## src/rtl/cu_wb_arbiter.sv

```systemverilog
// Compute-unit write-back stage.
// NUM_UNITS buffered result ports share one registered RF write port through a
// round-robin arbiter. Bus-connect writes pre-empt unit results. A per-register
// scoreboard stalls issue while a result for a referenced register is in flight.

// One-entry holding register for a single functional unit.
module cu_wb_hold #(
  parameter int DW = 16,
  parameter int AW = 4
) (
  input  logic          clk,
  input  logic          reset,
  input  logic          vld,
  input  logic [AW-1:0] wadd,
  input  logic [DW-1:0] dt,
  input  logic          grant,
  output logic          rdy,
  output logic          hold_v,
  output logic [AW-1:0] hold_wadd,
  output logic [DW-1:0] hold_dt
);

  // A granted entry drains this cycle, so it can take a new result at once.
  assign rdy = reset & (~hold_v | grant);

  // Capture a new result, or drop the entry once it has been granted.
  always_ff @(posedge clk) begin
    if (!reset) begin
      hold_v    <= 1'b0;
      hold_wadd <= '0;
      hold_dt   <= '0;
    end else if (vld & rdy) begin
      hold_v    <= 1'b1;
      hold_wadd <= wadd;
      hold_dt   <= dt;
    end else if (grant) begin
      hold_v    <= 1'b0;
    end
  end

endmodule

module cu_wb_arbiter #(
  parameter int RF_DATASIZE   = 16,
  parameter int ADDRESS_WIDTH = 4,
  parameter int NUM_UNITS     = 3
) (
  input  logic                                 clk,
  input  logic                                 reset,
  input  logic                                 issue_en,
  input  logic [ADDRESS_WIDTH-1:0]             issue_wadd,
  input  logic [ADDRESS_WIDTH-1:0]             issue_raddx,
  input  logic [ADDRESS_WIDTH-1:0]             issue_raddy,
  output logic                                 issue_stall,
  input  logic [NUM_UNITS-1:0]                 unit_vld,
  input  logic [NUM_UNITS*ADDRESS_WIDTH-1:0]   unit_wadd,
  input  logic [NUM_UNITS*RF_DATASIZE-1:0]     unit_dt,
  output logic [NUM_UNITS-1:0]                 unit_rdy,
  input  logic                                 bc_w_en,
  input  logic [ADDRESS_WIDTH-1:0]             bc_wadd,
  input  logic [RF_DATASIZE-1:0]               bc_dt,
  output logic                                 rf_w_en,
  output logic [ADDRESS_WIDTH-1:0]             rf_wadd,
  output logic [RF_DATASIZE-1:0]               rf_dt,
  output logic [(2**ADDRESS_WIDTH)-1:0]        sb_busy
);

  localparam int AW       = ADDRESS_WIDTH;
  localparam int DW       = RF_DATASIZE;
  localparam int SB_DEPTH = 1 << AW;
  localparam int PTR_W    = (NUM_UNITS > 1) ? $clog2(NUM_UNITS) : 1;

  typedef struct packed {
    logic          en;
    logic [AW-1:0] wadd;
    logic [DW-1:0] dt;
  } wb_req_t;

  logic [NUM_UNITS-1:0]         hold_v;
  logic [NUM_UNITS-1:0][AW-1:0] hold_wadd;
  logic [NUM_UNITS-1:0][DW-1:0] hold_dt;
  logic [NUM_UNITS-1:0]         grant;
  logic                         gnt_any;
  logic [AW-1:0]                gnt_wadd;
  logic [DW-1:0]                gnt_dt;
  logic [PTR_W-1:0]             ptr, ptr_nxt;
  wb_req_t                      wb_nxt;
  logic                         hazard;
  logic [SB_DEPTH-1:0]          sb_set, sb_clr;

  // Per-unit holding registers.
  for (genvar gi = 0; gi < NUM_UNITS; gi++) begin : g_unit
    cu_wb_hold #(.DW(DW), .AW(AW)) u_hold (
      .clk       (clk),
      .reset     (reset),
      .vld       (unit_vld[gi]),
      .wadd      (unit_wadd[gi*AW +: AW]),
      .dt        (unit_dt[gi*DW +: DW]),
      .grant     (grant[gi]),
      .rdy       (unit_rdy[gi]),
      .hold_v    (hold_v[gi]),
      .hold_wadd (hold_wadd[gi]),
      .hold_dt   (hold_dt[gi])
    );
  end

  // Circular search from the pointer; a bus-connect write blocks all grants.
  always_comb begin
    int idx;
    idx      = 0;
    grant    = '0;
    gnt_any  = 1'b0;
    gnt_wadd = '0;
    gnt_dt   = '0;
    ptr_nxt  = ptr;
    if (!bc_w_en) begin
      for (int k = 0; k < NUM_UNITS; k++) begin
        idx = int'(ptr) + k;
        if (idx >= NUM_UNITS) idx = idx - NUM_UNITS;
        if (!gnt_any && hold_v[idx]) begin
          gnt_any     = 1'b1;
          grant[idx]  = 1'b1;
          gnt_wadd    = hold_wadd[idx];
          gnt_dt      = hold_dt[idx];
          ptr_nxt     = (idx == NUM_UNITS - 1) ? '0 : PTR_W'(idx + 1);
        end
      end
    end
  end

  // Round-robin pointer.
  always_ff @(posedge clk) begin
    if (!reset) ptr <= '0;
    else        ptr <= ptr_nxt;
  end

  // Select the write for the next edge: bus-connect first, then the granted unit.
  always_comb begin
    wb_nxt = '{en: 1'b0, wadd: rf_wadd, dt: rf_dt};
    if (bc_w_en)      wb_nxt = '{en: 1'b1, wadd: bc_wadd, dt: bc_dt};
    else if (gnt_any) wb_nxt = '{en: 1'b1, wadd: gnt_wadd, dt: gnt_dt};
  end

  // Registered RF write port; address and data hold when idle.
  always_ff @(posedge clk) begin
    if (!reset) begin
      rf_w_en <= 1'b0;
      rf_wadd <= '0;
      rf_dt   <= '0;
    end else begin
      rf_w_en <= wb_nxt.en;
      if (wb_nxt.en) begin
        rf_wadd <= wb_nxt.wadd;
        rf_dt   <= wb_nxt.dt;
      end
    end
  end

  // Hazard detection and scoreboard set/clear vectors.
  always_comb begin
    hazard      = sb_busy[issue_raddx] | sb_busy[issue_raddy] | sb_busy[issue_wadd];
    issue_stall = reset & issue_en & hazard;
    sb_set      = (reset & issue_en & ~hazard) ? (SB_DEPTH'(1) << issue_wadd) : '0;
    sb_clr      = gnt_any ? (SB_DEPTH'(1) << gnt_wadd) : '0;
  end

  // Scoreboard: a set in the same cycle as a clear of that register wins.
  always_ff @(posedge clk) begin
    if (!reset) sb_busy <= '0;
    else        sb_busy <= (sb_busy & ~sb_clr) | sb_set;
  end

endmodule

```

## config.mk

```make
export PLATFORM = sky130hd
export DESIGN_NAME = cu_wb_arbiter
export DESIGN_NICKNAME = d
export VERILOG_FILES = /design/src/rtl/cu_wb_arbiter.sv
export SDC_FILE = /design/constraint.sdc
export NUM_CORES = 1
export LEC_CHECK = 0
export ABC_AREA = 1
export CAP_MARGIN = 30
export CORE_ASPECT_RATIO = 1.25
export CORE_MARGIN = 3
export CORE_UTILIZATION = 55
export DETAILED_ROUTE_END_ITERATION = 8
export GPL_TIMING_DRIVEN = 0
export PLACE_DENSITY_LB_ADDON = 0.2
export SLEW_MARGIN = 15
export SYNTH_ARGS = -nofsm -noshare
export SYNTH_HDL_FRONTEND = slang
export SYNTH_HIERARCHICAL = 1
export SYNTH_SLANG_ARGS = --single-unit
export TNS_END_PERCENT = 50
```

## constraint.sdc

```tcl
create_clock -name clk -period 3.9 [get_ports clk]
set_clock_uncertainty 0.1 [all_clocks]
set_input_delay 0.39 -clock clk [delete_from_list [all_inputs] [get_ports clk]]
set_output_delay 0.39 -clock clk [all_outputs]
set_load 0.01 [all_outputs]
```

# Yosys cells after proc, flatten, opt, wreduce, memory -nomap -nowiden
# Index checks and enable logic that the tools add are counted.
# totals
ff_bits	102
out_inout_bits	41
word_cells	157
# op_classes
addsub	8
magnitude_cmp	12
n_eq_ne	3
shifts	2
mux	80
bitwise	24
n_reduce_logical	14
# ops
operator	n
$mux W32	6
$mux W16	11
$bmux W16 S2	3
$eq A32 B3 Y1 const B	3
$ge A32 B1 Y1 const B	3
$lt A32 B4 Y1 const B	3
$mux W21	2
$mux W4	10
$shl A1 B4 Y16 const A	2
$bmux W4 S2	3
$mux W1	24
$mux W3	6
$and A16 B16 Y16	1
$not A16 Y16	1
$or A16 B16 Y16	1
$lt A4 B5 Y1 const B	3
$bmux W1 S4	3
$mux W2	6
$and A1 B1 Y1	9
$reduce_bool A2 Y1	4
$sub A3 B2 Y4 const B	2
$add A2 B2 Y2 const B	3
$bmux W1 S2	3
$demux W1 S2	3
other kinds (12)	28

# Longest topological paths before layout
# logic_depth
word_depth	21
depth_mapped	19
ltp_nobuf	17

# By module
# The synthesis kept the hierarchy.
# by_module_without_submodules
mod	n_inst	cells_per_inst	area_per_inst_um2	seq_area_each_um2
cu_wb_arbiter	1	724	4286.6	780.7
cu_wb_hold	3	139	970.9	420.4

# Least setup slack after synthesis
# OpenSTA, ideal clock, no wires.
# synth_path
path_type	flip-flop to output port
startpoint	register ptr[0]
endpoint	output port unit_rdy[2]
arrival_time_ns	2.023
required_time_ns	3.410
setup_slack_ns	1.387
path_stages_with_launch	14
n_path_buf	2
cell_sequence	dfxtp_1 > inv_1 > ha_1 > buf_4 > inv_4 > nand3_2 > nand3_4 > nand2_1 > inv_2 > buf_4 > nand2_1 > a31oi_1 > inv_1 > a21oi_1
# synth_via
elab_chain_cells	18
word_cells_on_any_way	56
# synth_lines
item	line_no	source
start: declaration	86	logic [PTR_W-1:0] ptr, ptr_nxt;
start signal: assignment	134	else ptr <= ptr_nxt;
branches (longest 14 deep; another with $ge A32 B1 Y1)	-	
$mux W3 (*)	120	if (!gnt_any && hold_v[idx]) begin
$mux W3 (*)	116	if (!bc_w_en) begin
via grant[2]	82	logic [NUM_UNITS-1:0] grant;
$or A1 B1 Y1 (*)	24	assign rdy = reset & (~hold_v | grant);
$and A1 B1 Y1 (*)	24	
end: declaration	58	output logic [NUM_UNITS-1:0] unit_rdy,
# Mark *: on every way through the listed nets, which the timed path passes. The select of a mux whose other input is x is not followed.

# Worst setup path after layout
# Same ends and word-level chain as after synthesis.

==> reports/metrics.yaml <==
clocking:
  clk_latency_ns: 0.35
  cts_tree: "yes"
  cts_buffer_depth: 2
  htreeDepth: 3
  numCtsBuffers: 9
  clkSlewWorstSetupHoldPaths_ns: 0.08
  cts-root-buf: "clkbuf_16"
  cts.sinks: 102
  cts_setup_buffers: 0
critical_path:
  slowest_delay_ns: 0.55
  worst_setup_path_start_kind: "flop"
  r2r-start: "ptr[0]"
  critPathMaxFanout: 10
  rrSetupSlack_ns: 1.00
  path_class: "reg -> out"
  rr_endpoint: "g_unit[2].u_hold/hold_dt[9]"
  rr_worst_depth: 16
  crit_slowest_cell: "clkdlybuf4s50_1"
  critical_path_arrival_ns: 3.25
  critical_path.cell_chain: "inv_1 -> ha_1 -> buf_4 -> inv_4 -> nand3_2 -> nand3_4 -> nand2_1 -> inv_4 -> buf_4 -> nand2_1 -> a31oi_4 -> inv_1 -> a21oi_1 -> clkdlybuf4s50_1"
  required_ns: 3.41
  cp-end-kind: "output pin"
logic_synthesis:
  avgSynthCellArea_um2: 6.31
  synth_area_um2: 7200
  ys_ff_latch: 102
  synth_warnings: 6
  synth-edff-count: 0
  syn_nets: 1244
  synth_common_cells: "nand2_1 (376), inv_1 (149), dfxtp_1 (102), nand4_1 (90), o21ai_0 (66)"
  synth_top_area_cell: "dfxtp_1"
  yosysSeqAreaShare_pct: 28.4
  synth.most_common_cell: "nand2_1"
  postSynthCellCount: 1141
  ys.flop_type: "dfxtp_1"
  ys_types: 35
  yosys.area.top_type_share_pct: 28.4
  async_flop_share_pct: 0
  synth_area_leaders: "dfxtp_1 (28%), nand2_1 (20%), nand4_1 (7.8%), inv_1 (7.8%), o21ai_0 (4.6%)"
drt:
  wl_per_cell_um: 16.6
  drt_wl_total_um: 24300
  drc: 0
  vias_per_cell: 5.68
  first_pass_iters: 5
  num_vias: 8293
  drt_iter0_drc: 789
  ant_nets: 0
die:
  initial_core_util_pct: 56.6
  die-area_um2: 14500
  core_area_um2: 12700
  fp.dieW_um: 108
  ios: 140
  num_rows: 46
  fp.dieH_um: 134
timing:
  rsz0062_at_grt: "false"
  fmax_mhz: 268
  fin_tns_setup_ns: 0
  timing.slew.headroom_pct: 62.5
  finalSetupViolCount: 0
  hold_viol: 0
  fin_crit_sh_pct: 95.8
  slew_viol_final: 0
  min_period_ns: 3.74
  worst_pin_slew_ns: 0.562
global_route:
  antenna_found_initial: 1
  track_usage_pct: 33.2
  grt_max_degree: 20
  first_global_vias: 7609
  grt_remaining_overflow: 0
  grt_first_pass_wirelength_um: 38200
power_and_ir_drop:
  powerDensity_nw_per_um2: 535
  leakagePower_nw: 4.20
  ir_worst_vdd_mv: 0.298
placement:
  port_buffers: 136
  placed_area_um2: 8770
  dp_hpwl_um: 18600
  place_congestion: 0.982
worst_hold_path:
  hp-class: "reg -> reg"
  hold_end: "rf_wadd[3]"
  worstHoldStart: "rf_wadd[3]"
  hold_path_depth: 2
layout:
  area_growth_pct: 26.9
  drive_gt1_share_pct: 9.98
  postLayoutCoreUtil_pct: 71.8
  diodes: 0
  nets: 1391
  fin_area_um2: 9130
  multi_input_area_um2: 4040
  nFillCells: 1126
  regArea_um2: 2040
run:
  drv_cap: 0
run_status:
  outcome: "complete, no violations"
==> routing by layer <==
| layer | track usage, % | vias up | share of wire [%] |
|---|---|---|---|
| li1 | - | 4080 | - |
| met4 | 15.7 | 2 | 5.2 |
| met3 | 6.74 | 88 | 7.0 |
| met1 | 38.3 | 3736 | 38 |
| met5 | 0 | - | 0.049 |
| met2 | 58.0 | 387 | 50 |
==> timing repair <==
item | CTS | global route
gates resized for setup | 0 | 5
hold buffers | 0 | 0
endpoints found under the setup margin | 0 | 2
==> logic make-up after synthesis <==
group	synth area share, %
simple gates	38.9
buf+inv	15.7
compound gates	16.3
flops	28.4
fa+ha+maj	0.695
==> how the worst max path moves through the flow <==
stage	cells past startpoint	from	end
floorplan	13	ptr[0]	unit_rdy[2]
global placement	14	ptr[0]	unit_rdy[2]
detailed placement	14	ptr[0]	unit_rdy[2]
CTS	14	ptr[0]	unit_rdy[2]
global route	15	ptr[0]	unit_rdy[0]
finish	14	ptr[0]	unit_rdy[2]
==> state kept, by name (all words and copies together) (netlist names) <==
signal                   count
ptr                          2
rf_dt                       16
g_unit.u_hold/hold_dt       48
g_unit.u_hold/hold_wadd     12
rf_w_en                      1
rf_wadd                      4
g_unit.u_hold/hold_v         3
sb_busy                     16
==> final cells by class <==
type                    instances  share of cell area [%]
clock inverters                 7                    1.26
plain buffers                  78                    5.54
clock buffers                   9                    2.47
multi-input cells             795                    44.3
flip-flops and latches        102                    22.4
well taps                     168                    2.30
repair buffers                136                    14.9
inverters                     166                    6.91
==> through the flow <==
stage / power (mW) / cells / worst slack, ns / hold slack (ns)
after floorplan: 2.98 / 1141 / 1.39 / 0.387
after global placement: 3.75 / 1445 / 0.410 / 0.361
after detailed placement: 3.78 / 1445 / 0.435 / 0.370
after CTS: 4.81 / 1461 / 0.00666 / 0.374
after global routing: 5.17 / 1461 / 0.0174 / 0.394
final: 4.89 / 1461 / 0.162 / 0.371
==> report_power, final <==
group | leakage [nW] | switching (mW) | internal, mW
logic | 3.20 | 1.71 | 0.881
clock network | 0.163 | 0.448 | 0.580
registers | 0.839 | 0.107 | 1.17
==> placed cells by master (no fill, tap or decap), types with 2 or more instances in the layout <==
| cell type | Yosys | layout |
|---|---|---|
| a21oi_1 | 51 | 51 |
| a22oi_1 | 16 | 16 |
| a31oi_1 | 14 | 13 |
| buf_2 | 26 | 26 |
| buf_4 | 16 | 16 |
| buf_6 | 16 | 16 |
| bufinv_16 | 0 | 2 |
| clkbuf_1 | 19 | 19 |
| clkbuf_16 | 0 | 9 |
| clkdlybuf4s50_1 | 0 | 136 |
| clkinv_1 | 2 | 2 |
| dfxtp_1 | 102 | 101 |
| ha_1 | 4 | 4 |
| inv_1 | 149 | 149 |
| inv_2 | 13 | 12 |
| inv_4 | 2 | 3 |
| inv_8 | 0 | 2 |
| nand2_1 | 376 | 376 |
| nand2_2 | 5 | 5 |
| nand2_4 | 2 | 2 |
| nand3_1 | 60 | 60 |
| nand3_2 | 14 | 14 |
| nand3_4 | 6 | 6 |
| nand4_1 | 90 | 90 |
| nor2_1 | 34 | 33 |
| nor2_2 | 4 | 5 |
| nor2_4 | 4 | 4 |
| o2111ai_1 | 12 | 12 |
| o211ai_1 | 5 | 5 |
| o21ai_0 | 66 | 66 |
| o21ai_1 | 4 | 4 |
| o221ai_1 | 17 | 17 |
| o22ai_1 | 6 | 6 |
==> worst max-delay path: cells and delay by family (launching register included) <==
family / cells / cell delay, ns
flops: 1 / 0.37
compound gates: 2 / 0.36
simple gates: 4 / 0.50
fa+ha+maj: 1 / 0.29
buf+inv: 7 / 1.37
Power figures use the tool's default switching activity.
